**src/rtl/rf_wr_sched.sv**
```systemverilog
// Write-port scheduler for the 8x16 register file.
// Shares the single register-file write port between NREQ writeback requesters
// using round-robin valid/ready arbitration. It also runs an on-demand
// 8-cycle register-clear sequence and keeps a pending-write busy mask for decode.
// Ports:
//   clk, rst            clock; synchronous active-low reset
//   req_valid/ready     per-requester handshake (ready is one-hot or zero)
//   req_addr/data/hi    per-requester write payload, packed by requester index
//   clr_start/clr_busy  clear-sequence trigger and in-progress flag
//   resv_set/resv_addr  decode reservation of a destination register
//   busy_mask           bit k set while a write to register k is pending
//   rf_*                registered write port toward the register file
//   rf_grant_id         source of the current write (NREQ = clear sequence)
module rf_wr_sched #(
    parameter int unsigned NREQ = 3,
    parameter int unsigned DW   = 16,
    parameter int unsigned AW   = 3,
    parameter int unsigned GW   = 2
) (
    input  logic                 clk,
    input  logic                 rst,
    input  logic [NREQ-1:0]      req_valid,
    output logic [NREQ-1:0]      req_ready,
    input  logic [NREQ*AW-1:0]   req_addr,
    input  logic [NREQ*DW-1:0]   req_data,
    input  logic [NREQ-1:0]      req_hi,
    input  logic                 clr_start,
    output logic                 clr_busy,
    input  logic                 resv_set,
    input  logic [AW-1:0]        resv_addr,
    output logic [2**AW-1:0]     busy_mask,
    output logic [AW-1:0]        rf_addr,
    output logic [DW-1:0]        rf_data,
    output logic                 rf_only_high,
    output logic                 rf_write_en,
    output logic [GW-1:0]        rf_grant_id
);

    localparam int unsigned NREG = 2**AW;

    typedef enum logic {
        IDLE  = 1'b0,
        CLEAR = 1'b1
    } state_t;

    state_t          state_q, state_d;
    logic [GW-1:0]   rr_ptr_q, rr_ptr_d;
    logic [AW-1:0]   clr_cnt_q, clr_cnt_d;
    logic [NREG-1:0] busy_q, busy_d;
    logic [AW-1:0]   rf_addr_q, rf_addr_d;
    logic [DW-1:0]   rf_data_q, rf_data_d;
    logic            rf_hi_q, rf_hi_d;
    logic            rf_we_q, rf_we_d;
    logic [GW-1:0]   rf_gid_q, rf_gid_d;

    logic            arb_found;
    logic [GW-1:0]   arb_win;
    logic [GW-1:0]   arb_cand;
    logic [AW-1:0]   win_addr;
    logic [DW-1:0]   win_data;
    logic            win_hi;
    logic            grant_en;

    // Round-robin search starting just after the last winner.
    always_comb begin
        arb_found = 1'b0;
        arb_win   = '0;
        arb_cand  = rr_ptr_q;
        for (int unsigned off = 0; off < NREQ; off++) begin
            arb_cand = (arb_cand == GW'(NREQ - 1)) ? '0 : arb_cand + GW'(1);
            for (int unsigned i = 0; i < NREQ; i++) begin
                if (!arb_found && req_valid[i] && (arb_cand == GW'(i))) begin
                    arb_found = 1'b1;
                    arb_win   = GW'(i);
                end
            end
        end
    end

    // Payload of the current winner.
    always_comb begin
        win_addr = '0;
        win_data = '0;
        win_hi   = 1'b0;
        for (int unsigned i = 0; i < NREQ; i++) begin
            if (arb_win == GW'(i)) begin
                win_addr = req_addr[i*AW +: AW];
                win_data = req_data[i*DW +: DW];
                win_hi   = req_hi[i];
            end
        end
    end

    // FSM state register.
    always_ff @(posedge clk) begin
        if (!rst) begin
            state_q <= IDLE;
        end else begin
            state_q <= state_d;
        end
    end

    // FSM next state; clr_start is only looked at in IDLE.
    always_comb begin
        state_d = state_q;
        case (state_q)
            IDLE:    if (clr_start) state_d = CLEAR;
            CLEAR:   if (clr_cnt_q == AW'(NREG - 1)) state_d = IDLE;
            default: state_d = IDLE;
        endcase
    end

    // FSM outputs; a clear request in IDLE blocks every grant that cycle.
    always_comb begin
        grant_en  = 1'b0;
        clr_busy  = 1'b0;
        req_ready = '0;
        case (state_q)
            IDLE:    grant_en = rst && !clr_start && arb_found;
            CLEAR:   clr_busy = 1'b1;
            default: grant_en = 1'b0;
        endcase
        for (int unsigned i = 0; i < NREQ; i++) begin
            req_ready[i] = grant_en && (arb_win == GW'(i));
        end
    end

    // Write-port, pointer, clear-counter and scoreboard next values.
    always_comb begin
        rr_ptr_d  = rr_ptr_q;
        clr_cnt_d = '0;
        rf_addr_d = rf_addr_q;
        rf_data_d = rf_data_q;
        rf_hi_d   = rf_hi_q;
        rf_gid_d  = rf_gid_q;
        rf_we_d   = 1'b0;
        busy_d    = busy_q;

        if (grant_en) begin
            rr_ptr_d  = arb_win;
            rf_addr_d = win_addr;
            rf_data_d = win_data;
            rf_hi_d   = win_hi;
            rf_gid_d  = arb_win;
            rf_we_d   = 1'b1;
        end else if (state_q == CLEAR) begin
            rf_addr_d = clr_cnt_q;
            rf_data_d = '0;
            rf_hi_d   = 1'b0;
            rf_gid_d  = GW'(NREQ);
            rf_we_d   = 1'b1;
            // Wraps to 0 naturally after the last register.
            clr_cnt_d = clr_cnt_q + AW'(1);
        end

        // Commit clears first so a same-edge reservation wins.
        if (rf_we_q) begin
            busy_d[rf_addr_q] = 1'b0;
        end
        if (resv_set) begin
            busy_d[resv_addr] = 1'b1;
        end
    end

    // Datapath registers.
    always_ff @(posedge clk) begin
        if (!rst) begin
            rr_ptr_q  <= GW'(NREQ - 1);
            clr_cnt_q <= '0;
            busy_q    <= '0;
            rf_addr_q <= '0;
            rf_data_q <= '0;
            rf_hi_q   <= 1'b0;
            rf_we_q   <= 1'b0;
            rf_gid_q  <= '0;
        end else begin
            rr_ptr_q  <= rr_ptr_d;
            clr_cnt_q <= clr_cnt_d;
            busy_q    <= busy_d;
            rf_addr_q <= rf_addr_d;
            rf_data_q <= rf_data_d;
            rf_hi_q   <= rf_hi_d;
            rf_we_q   <= rf_we_d;
            rf_gid_q  <= rf_gid_d;
        end
    end

    assign busy_mask    = busy_q;
    assign rf_addr      = rf_addr_q;
    assign rf_data      = rf_data_q;
    assign rf_only_high = rf_hi_q;
    assign rf_write_en  = rf_we_q;
    assign rf_grant_id  = rf_gid_q;

endmodule

```
**config.mk**
```make
export PLATFORM = sky130hd
export DESIGN_NAME = rf_wr_sched
export DESIGN_NICKNAME = d
export VERILOG_FILES = /design/src/rtl/rf_wr_sched.sv
export SDC_FILE = /design/constraint.sdc
export NUM_CORES = 1
export LEC_CHECK = 0
export ABC_AREA = 1
export CAP_MARGIN = 20
export CORE_ASPECT_RATIO = 1.2
export CORE_MARGIN = 4
export CORE_UTILIZATION = 37
export CTS_BUF_LIST = sky130_fd_sc_hd__clkbuf_8 sky130_fd_sc_hd__clkbuf_16
export DETAILED_ROUTE_END_ITERATION = 12
export PLACE_DENSITY = 0.77
export SLEW_MARGIN = 10
export SYNTH_ARGS = -nofsm -noshare
export SYNTH_HDL_FRONTEND = slang
export SYNTH_SLANG_ARGS = --single-unit
```
**constraint.sdc**
```tcl
create_clock -name clk -period 1.5 [get_ports clk]
set_clock_uncertainty 0.05 [all_clocks]
set_input_delay 0.15 -clock clk [delete_from_list [all_inputs] [get_ports clk]]
set_output_delay 0.15 -clock clk [all_outputs]
set_load 0.005 [all_outputs]
```
==> results of run 1 <==
==> state kept, by name, indices dropped and copies added (netlist names) <==
signal	cells
state_q	1
rf_write_en	1
rf_only_high	1
busy_mask	8
rf_data	16
rf_grant_id	2
rr_ptr_q	2
clr_cnt_q	3
rf_addr	3
==> synthesized netlist by cell type <==
cell type,number
ha_1,2
nor2_2,2
a21oi_1,46
buf_4,5
o2111ai_2,1
nand3_2,1
inv_1,52
or4_1,1
o21ai_1,6
nand4_1,1
nand3_1,3
o21bai_2,1
buf_2,6
nand2_1,89
o211ai_1,12
inv_2,3
nand4_2,2
nor2_1,18
o211ai_2,8
a21oi_4,1
o21ai_0,9
nor2_4,2
nand2_2,3
buf_6,1
dfxtp_1,37
clkbuf_1,2
==> stage by stage <==
step                power [mW]  setup slack, ns  cell area (µm²)  utilization (%)  hold slack (ns)
finish                    2.87           -0.389             3880             71.7            0.398
floorplan                 1.49         0.000671             2130                -            0.242
CTS                       2.74           -0.376             3620             66.9            0.400
global placement          1.95           -0.628             3420             63.3            0.383
detailed placement        1.96           -0.690             3420             63.3            0.388
global route              3.03           -0.509             3880             71.7            0.433
==> area by class of cell <==
type	instances	area, µm²
clock inverters	2	13.8
clock buffers	6	82.6
flip-flops and latches	37	748
repair buffers	147	1500
multi-input cells	208	1250
fillers	409	1530
inverters	55	206
well taps	62	77.6
==> power by group <==
part           internal, mW  total (mW)  switching (mW)
Clock                 0.372       0.725           0.352
Sequential             1.04        1.08          0.0425
Combinational         0.600        1.06           0.457
==> layer usage <==
layer / vias up / GRT usage [%]
li1: 1282 / -
met1: 1168 / 22.0
met2: 96 / 35.6
met3: 16 / 5.39
met4: 0 / 6.53
met5: - / 0
==> critical path: cells and delay by family (launching register included) <==
kind / cells / cell delay, ns
AOI/OAI and AO/OA: 1 / 0.14
buffers and inverters: 3 / 0.33
DFF: 1 / 0.40
and+or+nand+nor: 6 / 0.53
==> kinds of logic after synthesis <==
group | count (synthesis)
AOI/OAI and AO/OA | 84
DFF | 37
buffers and inverters | 69
adders and majority gates | 2
and+or+nand+nor | 122
==> path summary, 6_finish.rpt <==
check | start | slack, ns | depth (start not counted) | end
max | rr_ptr_q[1] | -0.39 | 10 | req_ready[2]
min | rf_grant_id[0] | 0.40 | 2 | rf_grant_id[0]
max reg2reg | rr_ptr_q[1] | -0.37 | 13 | rf_data[7]
min reg2reg | rf_grant_id[0] | 0.40 | 2 | rf_grant_id[0]
==> repair_timing <==
action | 4_1_cts | 5_1_grt
hold buffers | 0 | 0
resized for setup | 34 | 33
pin swaps | 13 | 14
endpoints found under the setup margin | 28 | 28
gates cloned | 0 | 3
setup buffers | 6 | 4
==> metrics.cfg, run 1 <==
[run_status]
outcome = complete, but fails checks
violations = setup timing

[synthesis]
synth_cell_type_count = 26
synth-simple-area-share_pct = 24.5
ys_warn_count = 0
synthMuxAreaShare_pct = 0
netlist_area_um2 = 2120
syn_inst = 314
yosysTopAreaCell = dfxtp_1
synthTopCellsByArea = dfxtp_1 35%, nand2_1 16%, a21oi_1 11%, inv_1 9.2%, o211ai_2 4.7%
synth_top_cell_area_share_pct = 35.0
yosysSeqAreaShare_pct = 35.0
yosys_register_bits = 37
synth-compound-area-share_pct = 25.4
avgSynthCellArea_um2 = 6.74
synth_top_family_by_area = compound AO/OA/AOI/OAI gates
synth_xor_area_share_pct = 0
synth_fa_ha_area_share_pct = 1.18
synth_fp_nets = 386

[routing]
wl_met3_um = 524
vias = 2562
wirelength_um = 7390
wl_per_cell_um = 14.3
routed.top_layer = met4
antenna_left = 0
drt-vias-per-instance = 4.96
wl_met2_um = 3740
wirelength_met1_um = 2970
drc = 0
drt-pass1-iter-count = 4
initialDrtViolationCount = 85

[timing]
setup_viol = 28
maxSlewViolCount = 0
maxSlewHeadroom_pct = 81.1
fmax_mhz = 530
setup_ws_ns = -0.389
rsz0062_at_grt = true
min_period_over_period_pct = 126
setup_tns_ns = -8.89
worstMarginPinSlew_ns = 0.283
period_needed_ns = 1.89
final-hold-violation-count = 0

[hold_path]
hp-class = flip-flop to flip-flop

[grt]
grt_pass1_wl_um = 11500
grt_max_degree = 27
grt.total_usage_pct = 19.7
overflow = 0
antenna_found_initial = 0
first_global_vias = 2621

[critical_path]
worstPathRequired_ns = 1.30
crit_path_cell_trace = nor2_4 -> nand2_2 -> nand2_2 -> nor2_4 -> o2111ai_4 -> nand3_2 -> buf_6 -> buf_6 -> nor2_2 -> buf_2
critical_path.max_stage_delay_ns = 0.40
crit_path_top_delay_cell = dfxtp_4
cp.arrival_ns = 1.69
cp_max_fo = 6
critical_path_class = flip-flop to output port
worstSetupStartpointType = flip-flop
critPathCaptureType = output port

[cells_and_area]
area_delta_synth_final_pct = 83.3
num_antenna_cells = 0
final_cell_mix = 100 x clkdlybuf4s50_1, 80 x nand2_1, 51 x inv_1, 36 x a21oi_1, 35 x dfxtp_1
final_nets = 526
final_layout_size_suffix_gt1_share_pct = 23.7
final_cells = 517
final_common_cell = clkdlybuf4s50_1

[cts]
clock_latency_ns = 0.28
clockRootBuffer = clkbuf_8
clk_pin_slew_worst_paths_ns = 0.07
cts_made_buffers = 5
cts_max_path_buffers = 2
h-tree-depth = 2
cts_tree = yes
cts.sinks = 37

[placed_design]
hpwl_um = 5130
placed_cells_incl_taps = 497
gp_congestion = 0.870
portBuffers = 104

[floorplan]
num_rows = 29
die_h_um = 90.8
core-area_um2 = 5410
die_w_um = 77.0
ios = 105
die_area_um2 = 7000
start_util_pct = 39.1

[power_and_ir_drop]
p_leak_nw = 1.68
powerDensity_nw_per_um2 = 739
vdd_drop_max_mv = 0.476

[job]
drv_cap = 0

Note: power is estimated with default switching activity, not from simulation.
==> run 2: changes to the inputs <==
- CORE_MARGIN: 4 -> 5
==> run 2 against run 1 <==
Net effect: sequential cell count is the same; clock-buffer cell count shrank 1; total power grew 6.2%; the run still ends with setup timing left; core utilization is essentially flat; critical path depth shrank 1; highest routed layer unchanged; register-to-register slack is essentially flat; sequential power is essentially flat.
==> metrics.cfg, run 2 (synthesis gave the netlist of run 1 again) <==
[cts]
cts_max_path_buffers = 2
cts_made_buffers = 5
cts_tree = yes
clk_pin_slew_worst_paths_ns = 0.08
clockRootBuffer = clkbuf_8
h-tree-depth = 2
cts.sinks = 37
clock_latency_ns = 0.29

[floorplan]
die_h_um = 92.8
die_w_um = 79.0
ios = 105
num_rows = 30
start_util_pct = 37.8
core-area_um2 = 5590
die_area_um2 = 7340

[cells_and_area]
area_delta_synth_final_pct = 89.7
num-fill-cells = 416
final_cell_mix = 99 x clkdlybuf4s50_1, 74 x nand2_1, 52 x inv_1, 35 x dfxtp_1, 30 x a21oi_1
final_common_cell = clkdlybuf4s50_1
final_layout_size_suffix_gt1_share_pct = 27.9
largest_reg_flops = 16
final_nets = 533
final_area_um2 = 4010
num_antenna_cells = 0

[critical_path]
worstSetupStartpointType = flip-flop
critical_path.max_stage_delay_ns = 0.38
critPathCaptureType = output port
worstPathRequired_ns = 1.30
cp.arrival_ns = 1.71
regToRegSetupSlack_ns = -0.37
cpMostUsedCell = buf_6
crit_path_cell_trace = o21ai_4 -> nand2_2 -> nor2_4 -> o2111ai_2 -> nand3_2 -> buf_6 -> buf_6 -> nor2_2 -> buf_2
r2r-end = rf_data[2]
crit_path_top_delay_cell = dfxtp_4
cp_max_fo = 4
r2r_cells = 12
critical_path_class = flip-flop to output port
r2r_start = rr_ptr_q[0]

[timing]
worstMarginPinSlew_ns = 0.367
final-hold-violation-count = 0
holdWs_ns = 0.394
maxSlewViolCount = 0
period_needed_ns = 1.91
rsz0062_at_grt = true
setup_ws_ns = -0.410
min_period_over_period_pct = 127
fmax_mhz = 524
maxSlewHeadroom_pct = 75.6
setup_viol = 28

[power_and_ir_drop]
power_frac_seq_pct = 35.7
p_leak_nw = 1.77
switching_share_pct = 29.3
finalPower_mw = 3.04
p_comb_share_pct = 35.6
power.internal_mw = 2.15
powerDensity_nw_per_um2 = 758
p_sw_mw = 0.893
vdd_drop_max_mv = 0.505
p_clk_share_pct = 28.8

[run_status]
violations = setup timing
outcome = complete, but fails checks

[routing]
vias = 2566
initialDrtViolationCount = 63
wl_per_cell_um = 14.5
drt-pass1-iter-count = 4
drc = 0
antenna_left = 0
drt-vias-per-instance = 4.88
wirelength_um = 7640

[placed_design]
dp_slack_ns = -0.716
hpwl_um = 5280
gp_congestion = 0.870
place_area_um2 = 3440
portBuffers = 104

[grt]
first_global_vias = 2592
grt.total_usage_pct = 19.5
grt_max_degree = 27
grt_pass1_wl_um = 11500
antenna_found_initial = 0
overflow = 0

[hold_path]
hp-class = flip-flop to flip-flop
hold_path_depth = 2
worstHoldStart = rf_grant_id[0]
hold_path_end = rf_grant_id[0]

[job]
drv_cap = 0

==> run 2: changes by cell type in the layout (fill, tap and decap cells not counted), moves of 2 or more <==
cell / before / now
a21oi_1: 36 / 30
o21ai_2: 1 / 3
nand2_2: 9 / 13
buf_6: 9 / 16
nand2_4: 3 / 5
a21oi_2: 10 / 16
nand2_1: 80 / 74
dlymetal6s2s_1: 0 / 2
==> run 2: repair_timing <==
item | CTS | global route
buffers inserted | 8 | 6
pin swaps | 19 | 38
gates resized for setup | 46 | 47
endpoints found under the setup margin | 28 | 29
gates cloned | 1 | 2
hold buffers | 0 | 0
==> run 2: how the worst max path moves through the flow <==
| stage | start | to | slack [ns] | cells after the start |
|---|---|---|---|---|
| 2_1_floorplan | rr_ptr_q[0] | rf_data[10] | 0.0007 | 10 |
| 3_3_place_gp | req_valid[1] | req_ready[2] | -0.67 | 9 |
| 4_1_cts | rr_ptr_q[1] | req_ready[2] | -0.43 | 9 |
| 5_1_grt | rr_ptr_q[0] | req_ready[2] | -0.47 | 9 |
| 6_report | rr_ptr_q[0] | req_ready[2] | -0.41 | 9 |
| 3_5_place_dp | req_valid[1] | req_ready[0] | -0.72 | 10 |
==> run 2: area by class of cell <==
type                       instances  area, µm²  area share [%]
clock buffer                       5       68.8            1.71
inverter                          55        206            5.14
sequential                        37        748            18.6
timing repair buffer             154       1570            39.2
multi-input combinational        208       1290            32.1
clock inverter                     3       46.3            1.15
tap                               64       80.1            2.00
==> run 2: through the flow <==
| stage | util [%] | setup TNS, ns | instances |
|---|---|---|---|
| 4_1_cts | 67.0 | -9.54 | 518 |
| 6_report | 71.8 | -8.64 | 526 |
| 3_5_place_dp | 61.6 | -15.68 | 503 |
| 2_1_floorplan | - | 0 | 314 |
| 3_3_place_gp | 61.6 | -13.98 | 503 |
| 5_1_grt | 71.8 | -10.61 | 526 |
==> run 2: power by group through the flow <==
| stage | sequential [mW] | clock [mW] | combinational, mW |
|---|---|---|---|
| 3_5_place_dp | 1.10 | 0 | 0.860 |
| 5_1_grt | 1.09 | 0.930 | 1.17 |
| 3_3_place_gp | 1.10 | 0 | 0.844 |
| 6_report | 1.09 | 0.876 | 1.08 |
| 2_1_floorplan | 1.11 | 0 | 0.381 |
| 4_1_cts | 1.08 | 0.900 | 0.957 |
==> run 2: critical path: cells and delay by family (launching register included) <==
kind / cells / cell delay, ns
simple gates: 4 / 0.40
flops: 1 / 0.38
buf+inv: 3 / 0.35
compound gates: 2 / 0.30
==> run 2: layer usage <==
| layer | share of wire (%) | vias to the layer above | GRT usage [%] |
|---|---|---|---|
| met5 | 0 | - | 0 |
| met4 | 1.5 | 0 | 5.44 |
| met3 | 6.8 | 8 | 4.18 |
| met2 | 52 | 90 | 36.4 |
| met1 | 40 | 1169 | 22.0 |
| li1 | - | 1299 | - |
